[config.mk]
export PLATFORM = sky130hd
export DESIGN_NAME = pipe_stage_elastic
export DESIGN_NICKNAME = d
export VERILOG_FILES = /design/src/rtl/pipe_pkg.sv /design/src/rtl/pipe_sat_counter.sv /design/src/rtl/pipe_stage_elastic.sv
export SDC_FILE = /design/constraint.sdc
export NUM_CORES = 1
export LEC_CHECK = 0
export ABC_AREA = 1
export CELL_PAD_IN_SITES_DETAIL_PLACEMENT = 1
export CELL_PAD_IN_SITES_GLOBAL_PLACEMENT = 1
export CORE_MARGIN = 4
export CORE_UTILIZATION = 35
export CTS_CLUSTER_DIAMETER = 150
export CTS_CLUSTER_SIZE = 8
export DETAILED_ROUTE_END_ITERATION = 7
export GPL_TIMING_DRIVEN = 0
export PLACE_DENSITY_LB_ADDON = 0.1
export SLEW_MARGIN = 20
export SYNTH_ARGS = -nofsm -noshare
export SYNTH_HDL_FRONTEND = slang
export SYNTH_HIERARCHICAL = 1
export SYNTH_SLANG_ARGS = --single-unit
[constraint.sdc]
create_clock -name clk -period 2 [get_ports clk]
set_clock_uncertainty 0.1 [all_clocks]
set_input_delay 0.3 -clock clk [delete_from_list [all_inputs] [get_ports clk]]
set_output_delay 0.3 -clock clk [all_outputs]
set_load 0.01 [all_outputs]
[src/rtl/pipe_pkg.sv]
// Shared pipeline bundle types for the 5-stage core.
// Stage registers size themselves from these structs.
package pipe_pkg;

  typedef struct packed {
    logic [1:0] result_src;
    logic       mem_write;
    logic       alu_src;
    logic       reg_write;
    logic       jump;
    logic       branch;
    logic [2:0] alu_control;
  } id_ex_ctrl_t;

  typedef struct packed {
    logic [31:0] rd1;
    logic [31:0] rd2;
    logic [31:0] pc;
    logic [31:0] imm_ext;
    logic [31:0] pc_plus4;
    logic [4:0]  rd;
  } id_ex_data_t;

  typedef struct packed {
    logic [1:0] result_src;
    logic       mem_write;
    logic       reg_write;
  } ex_mem_ctrl_t;

  typedef struct packed {
    logic [31:0] alu_result;
    logic [31:0] write_data;
    logic [31:0] pc_plus4;
    logic [4:0]  rd;
  } ex_mem_data_t;

  typedef struct packed {
    logic [1:0] result_src;
    logic       reg_write;
  } mem_wb_ctrl_t;

  typedef struct packed {
    logic [31:0] alu_result;
    logic [31:0] read_data;
    logic [31:0] pc_plus4;
    logic [4:0]  rd;
  } mem_wb_data_t;

  localparam int ID_EX_CTRL_W = $bits(id_ex_ctrl_t);
  localparam int ID_EX_DATA_W = $bits(id_ex_data_t);
  localparam int CNT_W_DEF    = 16;

  typedef enum logic [1:0] {
    ST_EMPTY = 2'b00,
    ST_HALF  = 2'b01,
    ST_FULL  = 2'b11
  } stage_st_t;

endpackage

[src/rtl/pipe_sat_counter.sv]
// Saturating event counter, cleared only by reset.
// Holds at all-ones instead of wrapping.
module pipe_sat_counter #(
  parameter int W = 16
) (
  input  logic         clk,
  input  logic         reset,
  input  logic         inc,
  output logic [W-1:0] count
);

  localparam logic [W-1:0] ONE = 1;

  // count up on inc until the top value
  always_ff @(posedge clk) begin
    if (reset)
      count <= '0;
    else if (inc && !(&count))
      count <= count + ONE;
  end

endmodule

[src/rtl/pipe_stage_elastic.sv]
// Flushable elastic stage register with 2-entry skid.
// State is the pair of entry valid bits.
module pipe_stage_elastic
  import pipe_pkg::*;
#(
  parameter int CTRL_W = ID_EX_CTRL_W,
  parameter int DATA_W = ID_EX_DATA_W,
  parameter int CNT_W  = CNT_W_DEF
) (
  input  logic              clk,
  input  logic              reset,
  input  logic              flush,
  input  logic              in_valid,
  output logic              in_ready,
  input  logic [CTRL_W-1:0] in_ctrl,
  input  logic [DATA_W-1:0] in_data,
  output logic              out_valid,
  input  logic              out_ready,
  output logic [CTRL_W-1:0] out_ctrl,
  output logic [DATA_W-1:0] out_data,
  output logic [CNT_W-1:0]  stall_cnt,
  output logic [CNT_W-1:0]  bubble_cnt
);

  logic              main_v, skid_v;
  logic [CTRL_W-1:0] main_c, skid_c;
  logic [DATA_W-1:0] main_d, skid_d;

  stage_st_t st, nxt;
  logic      acc, rel;
  logic      ld_main, ld_skid, mv_skid;

  assign st  = stage_st_t'({skid_v, main_v});
  assign acc = in_valid & in_ready & ~flush;
  assign rel = main_v & out_ready;

  // next state and which entry loads from where
  always_comb begin
    nxt     = st;
    ld_main = 1'b0;
    ld_skid = 1'b0;
    mv_skid = 1'b0;
    unique case (st)
      ST_EMPTY: begin
        if (acc) begin
          nxt     = ST_HALF;
          ld_main = 1'b1;
        end
      end
      ST_HALF: begin
        if (acc && rel) begin
          ld_main = 1'b1;
        end else if (acc) begin
          nxt     = ST_FULL;
          ld_skid = 1'b1;
        end else if (rel) begin
          nxt     = ST_EMPTY;
        end
      end
      ST_FULL: begin
        if (rel) begin
          nxt     = ST_HALF;
          mv_skid = 1'b1;
        end
      end
      default: nxt = ST_EMPTY;
    endcase
    if (flush) begin
      nxt     = ST_EMPTY;
      ld_main = 1'b0;
      ld_skid = 1'b0;
      mv_skid = 1'b0;
    end
  end

  // valid bits and control; ctrl kept zero while invalid
  always_ff @(posedge clk) begin
    if (reset || flush) begin
      main_v <= 1'b0;
      skid_v <= 1'b0;
      main_c <= '0;
      skid_c <= '0;
    end else begin
      {skid_v, main_v} <= nxt;
      if (ld_main)
        main_c <= in_ctrl;
      else if (mv_skid)
        main_c <= skid_c;
      else if (nxt == ST_EMPTY)
        main_c <= '0;
      if (ld_skid)
        skid_c <= in_ctrl;
      else if (mv_skid)
        skid_c <= '0;
    end
  end

  // payload moves with its entry and is never cleared by flush
  always_ff @(posedge clk) begin
    if (reset) begin
      main_d <= '0;
      skid_d <= '0;
    end else begin
      if (ld_main)
        main_d <= in_data;
      else if (mv_skid)
        main_d <= skid_d;
      if (ld_skid)
        skid_d <= in_data;
    end
  end

  // upstream ready depends only on state, never on out_ready
  always_comb begin
    in_ready  = ~skid_v & ~reset;
    out_valid = main_v;
    out_ctrl  = main_c;
    out_data  = main_d;
  end

  pipe_sat_counter #(.W(CNT_W)) u_stall (
    .clk   (clk),
    .reset (reset),
    .inc   (main_v & ~out_ready),
    .count (stall_cnt)
  );

  pipe_sat_counter #(.W(CNT_W)) u_bubble (
    .clk   (clk),
    .reset (reset),
    .inc   (~main_v & out_ready),
    .count (bubble_cnt)
  );

endmodule

### Word level (Yosys, flattened, before mapping)

Cells that the tools add are included.

| operators by class | value |
|---|---|
| add/subtract/negate cells | 2 |
| equal/unequal tests | 2 |
| mux-type cells | 24 |
| bitwise logic cells | 11 |
| reduce and logical (&&, ||, !) cells | 13 |

Operator list:

| kind | number |
|---|---|
| $mux W165 | 2 |
| $mux W10 | 5 |
| $add A16 B1 Y16 const B | 2 |
| $reduce_and A16 Y1 | 2 |
| $mux W2 | 6 |
| $mux W1 | 9 |
| $and A1 B1 Y1 | 6 |
| $pmux W2 S3 | 1 |
| $not A1 Y1 | 5 |
| $logic_not A2 Y1 | 2 |
| $reduce_bool A2 Y1 | 2 |
| $logic_and A1 B1 Y1 | 3 |
| $reduce_bool A3 Y1 | 1 |
| $eq A2 B1 Y1 const B | 1 |
| $eq A2 B2 Y1 const B | 1 |
| $logic_not A1 Y1 | 2 |
| $pmux W1 S2 | 1 |
| $logic_or A1 B1 Y1 | 1 |

| storage, ports and cells | value |
|---|---|
| register bits after elaboration | 384 |
| input bits | 180 |
| output and inout bits | 209 |
| logic and storage cells | 60 |

### Depth between registers and ports, before layout

| depth | value |
|---|---|
| depth in word-level cells | 12 |
| gate-level depth with buffers | 10 |
| mapped depth without buffers | 10 |

### By module

The synthesis kept the hierarchy.

Modules (own cells, without submodules):

| module | times used | cells each | area an instance (µm²) | seq. area each (µm²) |
|---|---|---|---|---|
| pipe_stage_elastic | 1 | 2,293 | 15,175.8 | 7,046.8 |
| pipe_sat_counter | 2 | 146 | 978.4 | 320.3 |

### Worst setup path after synthesis

OpenSTA, ideal clock, no wires.

| path | value |
|---|---|
| path type | register to register |
| from | register main_v, in the netlist out_valid |
| to | register u_stall.count[14] |
| data arrival time | 1.353 ns |
| data required time | 1.787 ns |
| setup slack | 0.434 ns |
| stages on the path, launching flop included | 10 |
| clock period less this slack | 1.566 ns |
| cells stage by stage | dfxtp_1 -> nand2_2 -> inv_1 -> inv_2 -> nor2_4 -> nand2_1 -> nor2_1 -> nand3_1 -> nand2_1 -> nor2_1 |

| on the way | value |
|---|---|
| word-level cells in the longest chain between the ends | 2 |

RTL lines:

| element | line | source |
|---|---|---|
| start: declaration | pipe_stage_elastic.sv:25 | `logic main_v, skid_v;` |
| start signal: assignment | pipe_stage_elastic.sv:84 | `{skid_v, main_v} <= nxt;` |
| $and A1 B1 Y1 | pipe_stage_elastic.sv:124 | `.inc (main_v & ~out_ready),` |
| $logic_and A1 B1 Y1 | pipe_sat_counter.sv:18 | `else if (inc && !(&count))` |
| end signal: assignment | pipe_sat_counter.sv:19 | `count <= count + ONE;` |
| end: declaration | pipe_sat_counter.sv:9 | `output logic [W-1:0] count` |

Every way passes these cells.
A chain may end at the register's enable or synchronous reset.

### Final worst setup path

| path | value |
|---|---|
| from | register main_d[148], in the netlist out_data[148] |
| to | output port out_data[148] |

RTL lines:

| element | line | source |
|---|---|---|
| start: declaration | pipe_stage_elastic.sv:27 | `logic [DATA_W-1:0] main_d, skid_d;` |
| start signal: assignment | pipe_stage_elastic.sv:105 | `main_d <= in_data;` |
| start signal: assignment | pipe_stage_elastic.sv:107 | `main_d <= skid_d;` |
| end: declaration | pipe_stage_elastic.sv:20 | `output logic [DATA_W-1:0] out_data,` |

No word-level cell between the ends.

==> impl_metrics.toml <==
[run_status]
outcome = "finished, final reports clean"

[power]
p_int_w = 0.0133
ir_drop_uv = 577
swShare = 0.242
p_switching_w = 0.00424
p_leak_nw = 9.34
pwr-share-comb = 0.094
seqPwrFrac = 0.449
powerDensity_mw_per_mm2 = 753
p_clk_frac = 0.458

[sta]
finalCritPeriodShare = 0.981
finalCriticalPeriod_ns = 1.96
slew_viol_final = 0
setup_ws_ns = 0.0374
worst_pin_slew_ns = 0.971
finalSetupViolations = 0
slew_headroom = 0.353
max_freq_ghz = 0.510
setup-tns-final_ns = 0
hold_viol_final = 0
holdWs_ns = 0.157

[placed_design]
dpl.hpwl_um = 48000
place.port_buffers = 388
gp_congestion = 0.824
dpl-instance-area_mm2 = 0.0218
place_ws_ns = -1.62
dp_cells = 3588

[global_routing]
grt_pass1_vias = 18591
overflow = 0
grt_antenna_before_repair = 18
track_usage = 0.239
grt_max_degree = 14
grt_pass1_wl_um = 102000

[setup_path]
worst-path-buf-inv = 1
arrival_ns = 1.56
crit_type = "flop to primary output"
critPathSlowestCell = "clkdlybuf4s50_1"
cpLargestDelayFamily = "buffers and inverters"
crit_chain = "clkdlybuf4s50_1"
cp-start-kind = "flop"
critical_path_required_ns = 1.60
cp-end-kind = "primary output"
slowest_delay_ns = 0.63
cp_max_fo = 2

[cts]
cts_sinks = 384
clk_latency_ns = 0.59
cts_tree = "yes"
h-tree-depth = 2
clockRootBuffer = "clkbuf_16"
clockBufferDepth = 3
clk_pin_slew_ns = 0.05
cts_buffers = 53

[route]
wl_met3_um = 3950
vias = 18053
first_iter_violations = 861
viasPerCell = 4.94
wl_met2_um = 31400
wl_per_cell_um = 17.8
wl_met1_um = 27800
top_layer = "met5"
ant_nets = 0
first_pass_iters = 5
wl_um = 65100
remaining_drc_errors = 0

[layout]
area_delta_synth_final_pct = 36.2
design_area_mm2 = 0.0233
final_nets = 3213
nFillCells = 6186
seqCellArea_mm2 = 0.00772
finalNonFillerCells = 3654
multi_input_area_mm2 = 0.00782
layout-drive-gt1-share = 0.0834

[floorplanning]
rows = 80
initial_core_util = 0.357
fp.dieH_um = 229
core-area_mm2 = 0.0480
io_pins = 389
dieArea_mm2 = 0.0526
dieWidth_um = 229

[yosys]
yosys_warnings = 6
syn_area_mm2 = 0.0171
synth-seq-cells = 384
synth_top_area_frac = 0.449
netlist_top_cells_area = "dfxtp_1 45%, nand2_1 17%, nor2_1 12%"
synthCells = 2585
yosysSeqAreaShare = 0.449
ys_types = 27
yosysTopAreaCell = "dfxtp_1"
syn_avg_cell_area_um2 = 6.63
syn_nets = 2767

[flow_run]
maxCapViolCount = 0

[min_path]
hold_class = "primary input to flop"
sequential cells by signal (all words and copies together) (netlist names):
name,cells
out_data,165
skid_v,1
u_bubble/count,16
out_valid,1
out_ctrl,10
u_stall/count,16
skid_c,10
skid_d,165
worst paths after layout:
check | startpoint | endpoint | slack (ns) | depth (start not counted)
setup / recovery | out_data[148] | out_data[148] | 0.04 | 1
hold / removal | reset | u_stall/count[1] | 0.16 | 4
setup reg to reg | out_valid | skid_d[71] | 0.14 | 7
hold reg to reg | skid_d[161] | skid_d[161] | 0.36 | 2
cell type report:
type                       count  area share
clock buffer                  55      0.0590
tap                          615      0.0330
inverter                     212      0.0343
sequential                   384       0.331
multi-input combinational   1813       0.335
antenna                        7    0.000751
timing repair buffer         391       0.168
clock inverter                 1    0.000375
buffer                       176      0.0392
repair_timing:
action | CTS | global route
endpoints found under the hold margin | 2 | 0
gates resized for setup | 42 | 53
gates cloned | 0 | 0
hold buffers | 1 | 0
setup buffers | 0 | 2
endpoints found under the setup margin | 329 | 309
cell usage in the layout, fill, tap and decap left out, types with 22 or more instances in the layout:
| master | Yosys | routed |
|---|---|---|
| clkbuf_1 | 74 | 53 |
| nor2_1 | 566 | 564 |
| clkdlybuf4s50_1 | 0 | 378 |
| nand2_1 | 769 | 769 |
| dfxtp_1 | 384 | 361 |
| buf_2 | 80 | 71 |
| nand4_1 | 169 | 169 |
| nand3_1 | 57 | 57 |
| clkbuf_2 | 0 | 22 |
| dfxtp_2 | 0 | 23 |
| a21oi_1 | 193 | 193 |
| clkbuf_16 | 0 | 56 |
| inv_1 | 207 | 206 |
per-layer routing:
metal | track usage | vias up
met2 | 0.412 | 409
met5 | 0 | -
met3 | 0.0584 | 117
met4 | 0.0763 | 20
li1 | - | 8957
met1 | 0.294 | 8550
stage by stage:
| step | power (W) | utilization |
|---|---|---|
| after global routing | 0.0183 | 0.486 |
| after floorplan | 0.00869 | - |
| after global placement | 0.00963 | 0.453 |
| final | 0.0176 | 0.486 |
| after detailed placement | 0.00966 | 0.453 |
| after CTS | 0.0178 | 0.484 |
cell usage after synthesis:
master	count
inv_1	207
buf_2	80
nor2_4	13
nand3b_1	2
dfxtp_1	384
nor2_1	566
nand4_1	169
clkbuf_1	74
a21oi_1	193
buf_1	5
o211ai_1	1
nand3_2	4
nand4_4	2
a21oi_2	4
nand2_1	769
a211oi_1	1
o21ai_2	2
o21ai_1	4
nand3_1	57
inv_2	5
buf_6	2
o21ai_0	7
nor2_2	4
nand2_2	13
ha_1	2
buf_4	13
clkbuf_4	2
power by group through the flow:
stage	registers, W	logic [W]	clock network, W
after floorplan	0.00808	0.000608	0
after global placement	0.00803	0.00160	0
after detailed placement	0.00804	0.00163	0
after CTS	0.00788	0.00165	0.00829
after global routing	0.00789	0.00180	0.00859
final	0.00788	0.00165	0.00804
kinds of logic (layout without fill, tap and decap cells):
family / after synthesis / in the layout / synth area share
AOI/OAI and AO/OA: 212 / 212 / 0.0635
adders and majority gates: 2 / 2 / 0.00146
buffers and inverters: 388 / 835 / 0.0950
DFF: 384 / 384 / 0.449
other: 0 / 7 / 0
and+or+nand+nor: 1599 / 1599 / 0.391
Note: power is estimated with default switching activity, not from simulation.
